===== src/rtl/wb_cpu_arbiter.sv =====
// Two-master to one-slave pipelined Wishbone arbiter.
// Merges the core's instruction and data buses onto one memory bus. The
// winning master owns the bus for its whole cyc, and every ack is routed to
// the master that issued the request it answers.
//
//  state  | meaning
//  -------+------------------------------------------------------------
//  S_IDLE | no grant; both masters stalled, arbitration on cyc&stb
//  S_INS  | instruction bus owns the memory bus
//  S_DAT  | data bus owns the memory bus
module wb_cpu_arbiter #(
    parameter bit DAT_PRIORITY    = 1'b1,
    parameter int MAX_OUTSTANDING = 4
) (
    input  logic        clk_i,
    input  logic        rst_i,
    // instruction master
    input  logic        ins_cyc,
    input  logic        ins_stb,
    input  logic        ins_we,
    input  logic [3:0]  ins_sel,
    input  logic [31:0] ins_adr,
    input  logic [31:0] ins_wdat,
    output logic        ins_ack,
    output logic        ins_stall,
    output logic [31:0] ins_rdat,
    // data master
    input  logic        dat_cyc,
    input  logic        dat_stb,
    input  logic        dat_we,
    input  logic [3:0]  dat_sel,
    input  logic [31:0] dat_adr,
    input  logic [31:0] dat_wdat,
    output logic        dat_ack,
    output logic        dat_stall,
    output logic [31:0] dat_rdat,
    // memory slave
    output logic        mem_cyc,
    output logic        mem_stb,
    output logic        mem_we,
    output logic [3:0]  mem_sel,
    output logic [31:0] mem_adr,
    output logic [31:0] mem_wdat,
    input  logic        mem_ack,
    input  logic        mem_stall,
    input  logic [31:0] mem_rdat,
    // debug
    output logic [1:0]  owner
);

    localparam logic [3:0] MAX_CNT = 4'(MAX_OUTSTANDING);

    typedef enum logic [1:0] {
        S_IDLE = 2'b00,
        S_INS  = 2'b01,
        S_DAT  = 2'b10
    } state_t;

    state_t      state;
    state_t      last_owner;
    logic [3:0]  count;

    logic        o_cyc;
    logic        o_stb;
    logic        o_we;
    logic [3:0]  o_sel;
    logic [31:0] o_adr;
    logic [31:0] o_wdat;

    logic        has_owner;
    logic        at_limit;
    logic        accept;
    logic        fwd_ack;
    logic        ins_req;
    logic        dat_req;

    assign ins_req = ins_cyc & ins_stb;
    assign dat_req = dat_cyc & dat_stb;

    // Select the current owner's request signals; all zero while idle.
    always_comb begin
        o_cyc  = 1'b0;
        o_stb  = 1'b0;
        o_we   = 1'b0;
        o_sel  = 4'd0;
        o_adr  = 32'd0;
        o_wdat = 32'd0;
        case (state)
            S_INS: begin
                o_cyc  = ins_cyc;
                o_stb  = ins_stb;
                o_we   = ins_we;
                o_sel  = ins_sel;
                o_adr  = ins_adr;
                o_wdat = ins_wdat;
            end
            S_DAT: begin
                o_cyc  = dat_cyc;
                o_stb  = dat_stb;
                o_we   = dat_we;
                o_sel  = dat_sel;
                o_adr  = dat_adr;
                o_wdat = dat_wdat;
            end
            default: ;
        endcase
    end

    assign has_owner = (state == S_INS) || (state == S_DAT);
    assign at_limit  = (count == MAX_CNT);

    assign mem_cyc  = o_cyc;
    assign mem_stb  = o_stb & (count < MAX_CNT);
    assign mem_we   = o_we;
    assign mem_sel  = o_sel;
    assign mem_adr  = o_adr;
    assign mem_wdat = o_wdat;

    // Acks with nothing outstanding, or arriving after the owner has let go
    // of cyc, belong to no live request and are swallowed here.
    assign accept  = mem_stb & ~mem_stall;
    assign fwd_ack = has_owner & o_cyc & mem_ack & (count != 4'd0);

    assign ins_ack   = fwd_ack & (state == S_INS);
    assign ins_stall = (state != S_INS) | mem_stall | at_limit;
    assign ins_rdat  = (state == S_INS) ? mem_rdat : 32'd0;

    assign dat_ack   = fwd_ack & (state == S_DAT);
    assign dat_stall = (state != S_DAT) | mem_stall | at_limit;
    assign dat_rdat  = (state == S_DAT) ? mem_rdat : 32'd0;

    assign owner = state;

    // Grant / release sequencing and outstanding-request tracking.
    always_ff @(posedge clk_i or posedge rst_i) begin
        if (rst_i) begin
            state      <= S_IDLE;
            last_owner <= S_DAT;
            count      <= 4'd0;
        end else begin
            case (state)
                S_IDLE: begin
                    count <= 4'd0;
                    if (ins_req && dat_req) begin
                        state <= (DAT_PRIORITY || last_owner == S_INS) ? S_DAT : S_INS;
                    end else if (dat_req) begin
                        state <= S_DAT;
                    end else if (ins_req) begin
                        state <= S_INS;
                    end
                end
                S_INS, S_DAT: begin
                    if (!o_cyc) begin
                        state      <= S_IDLE;
                        last_owner <= state;
                        count      <= 4'd0;
                    end else if (accept && !fwd_ack) begin
                        count <= count + 4'd1;
                    end else if (!accept && fwd_ack) begin
                        count <= count - 4'd1;
                    end
                end
                default: begin
                    state <= S_IDLE;
                    count <= 4'd0;
                end
            endcase
        end
    end

endmodule


===== config.mk =====
export PLATFORM = sky130hd
export DESIGN_NAME = wb_cpu_arbiter
export DESIGN_NICKNAME = d
export VERILOG_FILES = /design/src/rtl/wb_cpu_arbiter.sv
export SDC_FILE = /design/constraint.sdc
export NUM_CORES = 1
export LEC_CHECK = 0
export ABC_CLOCK_PERIOD_IN_PS = 7800
export BUFFER_PORTS_ARGS = -buffer_cell sky130_fd_sc_hd__buf_4
export CORE_AREA = 10 10 116 118
export CTS_BUF_LIST = sky130_fd_sc_hd__clkbuf_2 sky130_fd_sc_hd__clkbuf_4 sky130_fd_sc_hd__clkbuf_8
export CTS_CLUSTER_DIAMETER = 30
export CTS_CLUSTER_SIZE = 16
export DETAILED_ROUTE_END_ITERATION = 7
export DIE_AREA = 0 0 126 128
export PLACE_DENSITY = 0.61
export SYNTH_ARGS = -nofsm -noshare
export SYNTH_HDL_FRONTEND = slang
export SYNTH_SLANG_ARGS = --single-unit

===== constraint.sdc =====
create_clock -name clk_i -period 7.8 [get_ports clk_i]
set_input_delay 1.17 -clock clk_i [delete_from_list [all_inputs] [get_ports clk_i]]
set_output_delay 1.17 -clock clk_i [all_outputs]
set_load 0.01 [all_outputs]

==> reports/metrics.cfg <==
[run_status]
status=completed

[floorplanning]
ioPinCount=319
start_util_pct=18.2
die_area_sq_mm=0.0161
dieHeight_um=128
core_sq_mm=0.0112
dieWidth_um=126
fp-row-count=39

[worst_hold_path]
hp-class=reg2reg
hold_path_end=owner[0]$_DFFE_PP0P_
min-delay-start=owner[0]$_DFFE_PP0P_
hold_depth=2

[grt]
grt.busiest_layer=met2
grtUsageTotal_pct=14.7
grt_use_met3_pct=6.66
grt_pass1_wl_mm=19.7
grt_util_met1_pct=14.9
grt_max_degree=107
antenna_found_initial=0
gr-total-overflow=0
use_met2_pct=27.5
grt_pass1_vias=3477

[power]
pwr-share-clk_pct=3.9
switching_power_w=0.000551
ir_drop_mv=0.232
combPwrFrac_pct=92.4
p_int_w=0.000608
power_density_mw_per_mm2=255
p_leak_nw=2.26
switching_share_pct=47.6
seqPwrFrac_pct=3.7
power_w=0.00116

[worst_setup_path]
crit_required_ns=6.63
worstReg2RegEnd=count[3]$_DFFE_PP0P_
cp-start-kind=flop
cp.arrival_ns=2.87
endpoint_kind=primary output
r2r_setup_slack_ns=4.21
worstSetupPathType=reg2out
rr_worst_depth=11
path_max_fanout=55
r2r-start=owner[1]$_DFFE_PP0P_

[cells_and_area]
final_cell_count_no_fill=733
layout_commonest_cell=buf_4
final_core_util_pct=40.4
drive_above_1_share_pct=55.8
final_cell_mix=buf_4, a22oi_1, nor2b_1
syn_to_final_growth_pct=122
nets=776
n_antenna_cell=0

[place]
dp_hpwl_mm=11.6
place.gp.congestion=0.867
io_buffers=318
numPlacedInstances=730

[run]
drv_cap=0

[logic_synthesis]
synthesis.instances=301
ys_ff_latch=6
synthArstFlopShare_pct=100
yosys_warnings=0
synth_nets=485
yosysSeqAreaShare_pct=7.36
netlist_area_sq_mm=0.00204
synth_ff_type=dfrtp_1
synth-edff-count=0
avgSynthCellArea_sq_um=6.78
synth.distinct_cells=34

[sta]
slew_headroom_pct=32.3
max_freq_ghz=0.247
period_share_pct=51.8
hold_viol=0
worst_pin_slew_ns=1.02
period_needed_ns=4.04
fin_tns_setup_ns=0
fin_skew_ns=0.00368
hold-worst-slack_ns=0.581
setup_viol=0
report.final.slew_viol_count=0
rsz0062_at_grt=false

[routing]
drc_errors=0
drt-vias-per-instance=4.58
vias=3358
wl_per_cell_um=18.5
drt_iter0_drc=141
ant_nets=0
postRouteWirelength_mm=13.6
drt_pass1_iterations=5

[clocking]
clk_latency_ns=0.22
cts.hold.buffers_added=0
cts_buffers=3
post_cts_resized=0
cts_tree=built
htreeDepth=1
clockBufferDepth=2
cts-root-buf=clkbuf_8
cts_setup_buffers=0
clk_pin_slew_ns=0.04
cts_sinks=6

registers in the layout (all words and copies together) (netlist names):
register / cells
count: 4
owner: 2
through the flow:
| stage | instance area (sq um) | setup WS (ns) |
|---|---|---|
| 2_1_floorplan | 2040 | 4.78 |
| 3_3_place_gp | 4500 | 4.09 |
| 3_5_place_dp | 4500 | 3.98 |
| 4_1_cts | 4540 | 3.74 |
| 5_1_grt | 4540 | 3.52 |
| 6_report | 4540 | 3.76 |
layout make-up:
class | count | area [sq um]
Fill cell | 1182 | 6690
Timing Repair Buffer | 319 | 2390
Multi-Input combinational cell | 255 | 1750
Tap cell | 143 | 179
Sequential cell | 6 | 150
Clock buffer | 3 | 41.3
Inverter | 7 | 26.3
worst max-delay path, stage by stage (launching register included):
cell,delay [ns]
dfrtp_1,0.42
inv_1,0.12
ha_2,0.84
buf_4,0.55
a22o_1,0.28
nand2_1,0.07
nor3_1,0.16
buf_4,0.15
logic make-up after synthesis:
family | share of synthesized area, %
buf+inv | 7.91
compound gates | 31.4
simple gates | 48.4
xor+xnor | 0.429
flops | 7.36
mux | 0.491
fa+ha+maj | 4.05
synthesized netlist by cell type (all sizes together), types with 2 or more instances:
library cell | count | area share (%)
nor2 | 3 | 0.55
nand2 | 8 | 1.5
nor2b | 69 | 21
dfrtp | 6 | 7.4
inv | 7 | 1.3
a22oi | 71 | 26
clkbuf | 24 | 4.4
nor4b | 2 | 0.86
o21ai | 4 | 0.98
nor3 | 4 | 1.8
and2 | 64 | 20
a21oi | 7 | 1.7
and3 | 2 | 0.61
ha | 5 | 3.1
buf | 9 | 2.2
nand3 | 3 | 0.74
nand4 | 2 | 0.61
power groups by stage:
stage	Combinational [W]	Clock [W]	Sequential (W)
3_3_place_gp	0.00108	0	0.0000421
3_5_place_dp	0.00109	0	0.0000431
6_report	0.00107	0.0000455	0.0000426
4_1_cts	0.00109	0.0000466	0.0000428
5_1_grt	0.00117	0.0000483	0.0000433
2_1_floorplan	0.000605	0	0.0000430
per-layer routing:
layer / up-vias / share of wire [%]
li1: 1640 / -
met1: 1489 / 35
met2: 219 / 52
met3: 10 / 12
met4: 0 / 1.0
met5: - / 0
worst max path at each step:
stage / slack, ns / end / cells past startpoint / start
finish: 3.76 / mem_stb / 7 / owner[1]$_DFFE_PP0P_
global route: 3.52 / mem_stb / 7 / owner[1]$_DFFE_PP0P_
CTS: 3.74 / mem_stb / 7 / owner[1]$_DFFE_PP0P_
detailed placement: 3.98 / mem_stb / 7 / owner[1]$_DFFE_PP0P_
global placement: 4.09 / mem_stb / 7 / owner[1]$_DFFE_PP0P_
floorplan: 4.78 / dat_ack / 4 / dat_cyc
(Power assumes the default switching activity.)
